--- src/rtl/ble_ram_arbiter.sv ---
// Arbitrates the servant data RAM between the SERV Wishbone master and a buffered UART RX log.
// Define BLE_ARB_BYTE_PACK_EN to pack four received bytes per RAM word instead of one.
module ble_ram_arbiter #(
    parameter int          FIFO_DEPTH = 8,
    parameter int          HI_WATER   = 6,
    parameter logic [31:0] LOG_BASE   = 32'h00C00000,
    parameter logic [31:0] LOG_LIMIT  = 32'h00C10000
) (
    input  logic        i_wb_clk,
    input  logic        i_wb_rst,
    input  logic [31:0] i_cpu_adr,
    input  logic        i_cpu_cyc,
    input  logic        i_cpu_we,
    input  logic [3:0]  i_cpu_sel,
    input  logic [31:0] i_cpu_dat,
    output logic [31:0] o_cpu_rdt,
    output logic        o_cpu_ack,
    input  logic [7:0]  i_rx_dat,
    input  logic        i_rx_valid,
    output logic        o_rx_ovf,
    output logic [31:0] o_log_ptr,
    output logic [31:0] o_ram_adr,
    output logic        o_ram_cyc,
    output logic        o_ram_we,
    output logic [3:0]  o_ram_sel,
    output logic [31:0] o_ram_dat,
    input  logic [31:0] i_ram_rdt,
    input  logic        i_ram_ack
);

    localparam int AW = $clog2(FIFO_DEPTH);
    localparam int CW = AW + 1;

    localparam logic [1:0] S_IDLE = 2'd0;
    localparam logic [1:0] S_CPU  = 2'd1;
    localparam logic [1:0] S_RX   = 2'd2;

`ifdef BLE_ARB_BYTE_PACK_EN
    localparam logic [31:0] LOG_INC = 32'd1;
`else
    localparam logic [31:0] LOG_INC = 32'd4;
`endif

    logic [1:0]    r_state;
    logic [1:0]    w_state_nxt;
    logic [7:0]    r_fifo [FIFO_DEPTH];
    logic [AW-1:0] r_wr_ptr;
    logic [AW-1:0] r_rd_ptr;
    logic [CW-1:0] r_count;
    logic          r_rx_ovf;
    logic [31:0]   r_log_ptr;

    logic          w_full;
    logic          w_empty;
    logic          w_push;
    logic          w_pop;
    logic [7:0]    w_byte;
    logic [31:0]   w_ptr_inc;
    logic [31:0]   w_ptr_nxt;

    assign w_full    = (r_count == CW'(FIFO_DEPTH));
    assign w_empty   = (r_count == '0);
    assign w_push    = i_rx_valid && !w_full;
    assign w_pop     = (r_state == S_RX) && i_ram_ack;
    assign w_byte    = r_fifo[r_rd_ptr];
    assign w_ptr_inc = r_log_ptr + LOG_INC;
    // The ring limit is never stored: reaching it reloads the base.
    assign w_ptr_nxt = (w_ptr_inc == LOG_LIMIT) ? LOG_BASE : w_ptr_inc;

    assign o_cpu_rdt = i_ram_rdt;
    assign o_rx_ovf  = r_rx_ovf;
    assign o_log_ptr = r_log_ptr;

    always_comb begin
        w_state_nxt = r_state;
        case (r_state)
            S_IDLE: begin
                if (r_count >= CW'(HI_WATER))
                    w_state_nxt = S_RX;
                else if (i_cpu_cyc)
                    w_state_nxt = S_CPU;
                else if (!w_empty)
                    w_state_nxt = S_RX;
            end
            // A master abandoning its cycle also frees the RAM.
            S_CPU:   if (i_ram_ack || !i_cpu_cyc) w_state_nxt = S_IDLE;
            S_RX:    if (i_ram_ack) w_state_nxt = S_IDLE;
            default: w_state_nxt = S_IDLE;
        endcase
    end

    always_ff @(posedge i_wb_clk or posedge i_wb_rst) begin
        if (i_wb_rst) begin
            r_state   <= S_IDLE;
            r_wr_ptr  <= '0;
            r_rd_ptr  <= '0;
            r_count   <= '0;
            r_rx_ovf  <= 1'b0;
            r_log_ptr <= LOG_BASE;
        end else begin
            r_state <= w_state_nxt;
            if (w_push)
                r_wr_ptr <= r_wr_ptr + AW'(1);
            if (w_pop) begin
                r_rd_ptr  <= r_rd_ptr + AW'(1);
                r_log_ptr <= w_ptr_nxt;
            end
            if (w_push && !w_pop)
                r_count <= r_count + CW'(1);
            else if (w_pop && !w_push)
                r_count <= r_count - CW'(1);
            if (i_rx_valid && w_full)
                r_rx_ovf <= 1'b1;
        end
    end

    // Storage carries no reset; occupancy is defined by the pointers alone.
    always_ff @(posedge i_wb_clk) begin
        if (w_push)
            r_fifo[r_wr_ptr] <= i_rx_dat;
    end

    always_comb begin
        o_ram_adr = '0;
        o_ram_cyc = 1'b0;
        o_ram_we  = 1'b0;
        o_ram_sel = '0;
        o_ram_dat = '0;
        o_cpu_ack = 1'b0;
        case (r_state)
            S_CPU: begin
                o_ram_adr = i_cpu_adr;
                o_ram_cyc = i_cpu_cyc;
                o_ram_we  = i_cpu_we;
                o_ram_sel = i_cpu_sel;
                o_ram_dat = i_cpu_dat;
                o_cpu_ack = i_ram_ack;
            end
            S_RX: begin
                o_ram_adr = {r_log_ptr[31:2], 2'b00};
                o_ram_cyc = 1'b1;
                o_ram_we  = 1'b1;
`ifdef BLE_ARB_BYTE_PACK_EN
                o_ram_sel = 4'b0001 << r_log_ptr[1:0];
                o_ram_dat = {4{w_byte}};
`else
                o_ram_sel = 4'b1111;
                o_ram_dat = {24'b0, w_byte};
`endif
            end
            default: ;
        endcase
    end

endmodule

--- config.mk ---
export PLATFORM = sky130hd
export DESIGN_NAME = ble_ram_arbiter
export DESIGN_NICKNAME = d
export VERILOG_FILES = /design/src/rtl/ble_ram_arbiter.sv
export SDC_FILE = /design/constraint.sdc
export NUM_CORES = 1
export LEC_CHECK = 0
export ABC_AREA = 1
export CORE_MARGIN = 3
export CORE_UTILIZATION = 40
export DETAILED_ROUTE_END_ITERATION = 6
export PLACE_DENSITY = 0.77
export SYNTH_ARGS = -nofsm -noshare
export SYNTH_HDL_FRONTEND = slang
export SYNTH_SLANG_ARGS = --single-unit
--- constraint.sdc ---
create_clock -name i_wb_clk -period 2.3 [get_ports i_wb_clk]
set_input_delay 0.46 -clock i_wb_clk [delete_from_list [all_inputs] [get_ports i_wb_clk]]
set_output_delay 0.46 -clock i_wb_clk [all_outputs]
set_load 0.005 [all_outputs]
# Word-level counts from Yosys, hierarchy flattened
# Memories as Yosys holds them, arrays and structs flattened.
# Index checks and enable logic that the tools add are counted.
[op_classes]
addsub = 5
multipliers = 0
n_div = 0
magnitude_cmp = 1
n_eq_ne = 7
shifts = 0
n_mux = 17
bitwise_logic = 0
n_reduce_logical = 14
[op_table]
columns = ["cell", "count"]
rows = [
  ["32-bit one-hot mux with 2 select lines", 2],
  ["32-bit by 3-bit adder with 32-bit output, second input constant", 1],
  ["32-bit by 24-bit equality test with 1-bit output, second input constant", 1],
  ["32-bit 2-to-1 mux", 1],
  ["2-bit 2-to-1 mux", 5],
  ["4-bit 2-to-1 mux", 2],
  ["4-bit one-hot mux with 2 select lines", 1],
  ["3-bit by 1-bit adder with 3-bit output, second input constant", 2],
  ["2-bit one-hot mux with 3 select lines", 1],
  ["1-bit logical AND", 5],
  ["4-bit by 1-bit adder with 4-bit output, second input constant", 1],
  ["4-bit equality test, second input constant", 1],
  ["4-bit by 3-bit greater-or-equal comparator with 1-bit output, second input constant", 1],
  ["1-bit logical NOT", 4],
  ["4-bit logical NOT", 1],
  ["2-bit inequality test, second input constant", 2],
  ["4-bit inequality test, second input constant", 1],
  ["1-bit one-hot mux with 2 select lines", 2],
  ["4-bit by 1-bit subtractor with 4-bit output, second input constant", 1],
  ["1-bit 2-to-1 mux", 3],
  ["3-bit AND reduction", 1],
  ["2-bit by 1-bit equality test with 1-bit output, second input constant", 1],
  ["2-bit equality test, second input constant", 1],
  ["2-bit logical NOT", 1],
  ["other kinds (2)", 2],
]
[word_totals]
regBits = 45
latchBits = 0
mem_bits_rw = 64
rom_bits = 0
input_bits = 114
out_inout_bits = 136
wordCells = 51
n_memories = 1
[memory_table]
columns = ["memory", "depth", "word_bits", "rd", "rd_clocked_by_memory_dff", "wr", "line_no", "source"]
rows = [
  ["r_fifo", 8, 8, 1, 0, 1, "46", "logic [7:0] r_fifo [FIFO_DEPTH];"],
]

# Longest topological paths before layout
[depth]
word_depth = 7
ltp_mapped = 14
depth_no_buf = 14

# Least setup slack after synthesis
# OpenSTA, ideal clock, no wires.
[synth_path]
kind = "reg-to-reg"
startpoint = "reg r_state[0]"
endpoint = "reg r_count[3]"
setup_ns = 0.125
arrival_ns = 2.216
required_ns = 2.175
setup_slack_ns = -0.042
path_stages_with_launch = 14
path_buffers = 1
period_less_slack_ns = 2.342
cell_sequence = "dfrtp_1 > inv_1 > ha_1 > nand2_1 > clkbuf_1 > ha_1 > inv_1 > ha_1 > a21o_1 > a21oi_1 > nand2_1 > nand2_1 > nor2_1 > xor2_1"
[synth_between]
elab_chain_cells = 5
elab_cells_between_ends = 7
cone_classes = "1 x eq/ne; 1 x mux; 5 x reduce/logical"
[synth_lines]
columns = ["item", "line_no", "source"]
rows = [
  ["start: declaration", "44", "logic [1:0] r_state;"],
  ["start signal: assignment", "101", "r_state <= w_state_nxt;"],
  ["2-bit equality test *", "64", "assign w_pop = (r_state == S_RX) && i_ram_ack;"],
  ["1-bit logical AND *", "64", ""],
  ["1-bit logical NOT", "108", "if (w_push && !w_pop)"],
  ["1-bit logical AND", "108", ""],
  ["4-bit 2-to-1 mux / 2-bit nonzero test (equally long branches)", "--", ""],
  ["end signal: assignment", "109", "r_count <= r_count + CW'(1);"],
  ["end signal: assignment", "111", "r_count <= r_count - CW'(1);"],
  ["end: declaration", "49", "logic [CW-1:0] r_count;"],
]
# Mark *: on every way between the ends. The rest lies on a longest branch, timed or not.
# A chain may end at the register's enable or synchronous reset.

# Final worst setup path
[layout_path]
startpoint = "reg r_rd_ptr[0]"
endpoint = "out o_ram_dat[7]"
[layout_between]
elab_chain_cells = 2
[layout_lines]
columns = ["item", "line_no", "source"]
rows = [
  ["start: declaration", "48", "logic [AW-1:0] r_rd_ptr;"],
  ["start signal: assignment", "105", "r_rd_ptr <= r_rd_ptr + AW'(1);"],
  ["memory 8 x 8 bit", "--", ""],
  ["32-bit one-hot mux with 2 select lines", "130", "case (r_state)"],
  ["end: declaration", "26", "output logic [31:0] o_ram_dat,"],
]
# No other way between the ends.

==> flow_summary.json <==
{
  "combined_area_of_all_synthesized_cells_um2": 6440,
  "drt_first_pass_iters": 5,
  "total_leakage_power_nw": 3.92,
  "max-vdd-ir-drop_mv": 0.778,
  "cts.path.max_buffers": 2,
  "worst-setup-path-type": "reg2out",
  "cp.arrival_ns": 1.84,
  "placeableCoreArea_um2": 15500,
  "synth_compound_area_share_pct": 10.6,
  "cts_root_buf": "sky130_fd_sc_hd__clkbuf_16",
  "postSynthRegisterBits": 107,
  "synth.avg_cell_area_um2": 8.00,
  "first_iter_violations": 540,
  "clock-skew-final_ns": 0.00707,
  "post-route-period-util_pct": 100,
  "final_hold_violations": 0,
  "global_route_wire_length_before_repair_mm": 33.0,
  "layout_commonest_cell": "sky130_fd_sc_hd__nand2_1",
  "yosysWarningCount": 0,
  "detailroute.via_count": 6358,
  "critical_path_peak_fanout": 16,
  "critical_path.top_delay_family": "flip-flops",
  "detail_route.wl_per_cell_um": 17.8,
  "dp.final_hpwl_mm": 15.5,
  "endpoint_kind_of_the_worst_setup_timing_path": "output pin",
  "use_met3_pct": 4.33,
  "synth_area_leaders": "sky130_fd_sc_hd__edfxtp_1, sky130_fd_sc_hd__dfrtp_1, sky130_fd_sc_hd__nand2_1",
  "cts_max_level": 3,
  "max_cap_viol_count": 0,
  "grt_pass1_vias": 6027,
  "critical_path.slowest_cell": "sky130_fd_sc_hd__dfrtp_2",
  "boundaryPins": 250,
  "yosysUniqueCellTypes": 38,
  "ratio_of_cells_with_drive_above_1_in_the_final_layout_pct": 22.1,
  "groute.layer.met1.usage_pct": 31.2,
  "max_stage_delay_ns": 0.45,
  "crit_required_ns": 1.84,
  "top_usage_layer": "met2",
  "yosys.area_share.xor_xnor_pct": 1.48,
  "flow.area_growth_from_synthesis_pct": 42.4,
  "drc": 0,
  "route.final.wire_length_mm": 21.7,
  "cts_hold_buffers": 0,
  "seq_area_frac_synth_pct": 46.6,
  "holdCritPathClass": "in2async",
  "failed_checks": "negative setup slack",
  "cts.sinks": 107,
  "crit_path_cell_chain": "bufbuf_16, a21oi_2, o21ai_1, o211ai_1, nand3_1, a21oi_2, buf_2",
  "ff2ff_setup_slack_ns": 0.11,
  "outcome": "finished with violations",
  "layout_common_cells": "sky130_fd_sc_hd__nand2_1, sky130_fd_sc_hd__clkdlybuf4s50_1, sky130_fd_sc_hd__nor2_1",
  "critical_path.n_buffers_inverters": 2,
  "tritoncts.num_buffers": 9,
  "gp_congestion": 0.924,
  "all_layer_gr_usage_pct": 23.6,
  "post_synth_inst_count": 805,
  "largest_family_of_logic_cells_by_synthesized_area": "simple AND/OR/NAND/NOR gates",
  "initial_core_util_pct": 41.6,
  "timing.final.crit_period_ns": 2.30,
  "critPathMostFrequentCell": "sky130_fd_sc_hd__a21oi_2",
  "worst_skew_pair_later_pin_latency_ns": 0.36,
  "grt_max_degree": 38,
  "vias_per_cell": 5.22,
  "worstRegToRegCells": 13,
  "die_x_um": 133,
  "post_synth_mux_area_share_pct": 2.49,
  "tritoncts": "done",
  "synth_largest_type_area_fraction_pct": 29.8,
  "yosys.area_share.simple_pct": 25.5,
  "synth_top_area_cell": "sky130_fd_sc_hd__edfxtp_1",
  "setup.worst_path.start_class": "flop",
  "antenna_violations_before_repair": 1,
  "regToRegEndpoint": "r_count[3]$_DFFE_PP0P_",
  "cts.clk_slew.worst_paths_ns": 0.08,
  "crit-reg2reg-launch": "r_state[1]$_DFFE_PP0P_",
  "grt-ovfl-total": 0,
  "die_height_um": 133,
  "gr-usage-met2_pct": 39.2,
  "postLayoutSetupSlackWorst_ns": -0.00187,
  "yosys.area_share.adder_pct": 2.06,
  "fillerInstances": 1377,
  "dieArea_um2": 17700,
  "dp_worst_setup_slack_ns": -0.0774,
  "ant_nets": 0,
  "port-buffer-count": 183,
  "row_count": 45,
  "totalNegativeSetupSlack_ns": -0.00187,
  "setup_repair_after_global_routing_missed_its_margin": "yes",
  "pwr_density_cell_nw_per_um2": 1120,
  "setup-violations-final": 1,
  "finalMaxSlewViolations": 0,
  "max_clock_freq_ghz": 0.434,
  "nNetsFinal": 1124
}
worst reg2reg max path, stage by stage, from the launching register on:
cell	delay [ns]
sky130_fd_sc_hd__dfrtp_1	0.41
sky130_fd_sc_hd__buf_4	0.16
sky130_fd_sc_hd__ha_4	0.17
sky130_fd_sc_hd__buf_12	0.15
sky130_fd_sc_hd__nand2_2	0.10
sky130_fd_sc_hd__ha_4	0.14
sky130_fd_sc_hd__inv_2	0.04
sky130_fd_sc_hd__ha_1	0.27
sky130_fd_sc_hd__a21o_1	0.19
sky130_fd_sc_hd__a21oi_2	0.16
sky130_fd_sc_hd__nand2_1	0.07
sky130_fd_sc_hd__nand2_1	0.05
sky130_fd_sc_hd__nor2_1	0.04
sky130_fd_sc_hd__xor2_1	0.13
repair_timing:
| item | in CTS | in global routing |
|---|---|---|
| pin swaps | 8 | 13 |
| setup endpoints to repair | 71 | 50 |
| setup buffers | 10 | 3 |
| cloned | 5 | 1 |
| resized for setup | 289 | 68 |
report_power, final:
part / switching, W / total [W] / internal (W)
Sequential: 0.000402 / 0.00290 / 0.00250
Clock: 0.000830 / 0.00163 / 0.000801
Combinational: 0.00306 / 0.00575 / 0.00269
Total: 0.00429 / 0.0103 / 0.00599
per-layer routing:
metal  routed length, µm  vias up
li1                    -     3004
met1                9030     2994
met2               10500      326
met3                1740       34
met4                 398        0
met5                   0        -
worst max-delay path by stage:
stage,from,to,slack [ns],cells after the start
floorplan,r_state[0]$_DFFE_PP0P_,r_count[3]$_DFFE_PP0P_,0.07,13
global placement,r_state[0]$_DFFE_PP0P_,o_ram_adr[6],-0.04,6
detailed placement,i_rx_valid,r_count[3]$_DFFE_PP0P_,-0.08,12
CTS,r_state[1]$_DFFE_PP0P_,o_ram_adr[7],-0.24,7
global route,r_rd_ptr[0]$_DFFE_PP0P_,o_ram_dat[7],-0.07,7
finish,r_rd_ptr[0]$_DFFE_PP0P_,o_ram_dat[7],-0.002,7
final cells by class:
type | count | area (µm²) | share of cell area, %
Tap cell | 211 | 264 | 2.88
Antenna cell | 1 | 2.50 | 0.0273
Clock inverter | 7 | 98.8 | 1.08
Inverter | 91 | 345 | 3.76
Multi-Input combinational cell | 542 | 2920 | 31.8
Clock buffer | 9 | 225 | 2.45
Sequential cell | 107 | 3000 | 32.7
Timing Repair Buffer | 249 | 2310 | 25.2
state kept, by name, indices dropped and copies added (netlist names):
register   cells
r_rd_ptr       3
r_fifo        64
r_count        4
r_wr_ptr       3
o_rx_ovf       1
o_log_ptr     30
r_state        2
stage by stage:
stage	total power (W)	util, %	area [µm²]	instances	hold slack [ns]
global route	0.0109	59.3	9180	1217	0.443
finish	0.0103	59.3	9180	1217	0.413
CTS	0.00991	58.6	9080	1214	0.425
detailed placement	0.00766	55.7	8630	1184	0.487
floorplan	0.00525	-	6450	806	0.466
global placement	0.00755	55.7	8630	1184	0.458
kinds of logic after synthesis:
group | count (synthesis)
compound gates | 127
xor+xnor | 10
fa+ha+maj | 10
buf+inv | 157
flops | 107
mux | 16
other cells | 1
simple gates | 377
Yosys cell counts (all sizes together):
| cell type | number |
|---|---|
| nand4 | 8 |
| nand3b | 1 |
| inv | 88 |
| dfstp | 2 |
| a21o | 1 |
| edfxtp | 64 |
| mux2i | 16 |
| nand2 | 191 |
| xor2 | 6 |
| a31o | 2 |
| nand3 | 70 |
| clkinv | 3 |
| clkbuf | 27 |
| nor3 | 3 |
| o211ai | 16 |
| nor3b | 1 |
| and2 | 2 |
| fa | 1 |
| dfrtp | 41 |
| nor2 | 100 |
| a21oi | 29 |
| ha | 9 |
| xnor2 | 4 |
| o21ai | 79 |
| buf | 39 |
| or2 | 1 |
| conb | 1 |
Note: power is estimated with default switching activity, not from simulation.
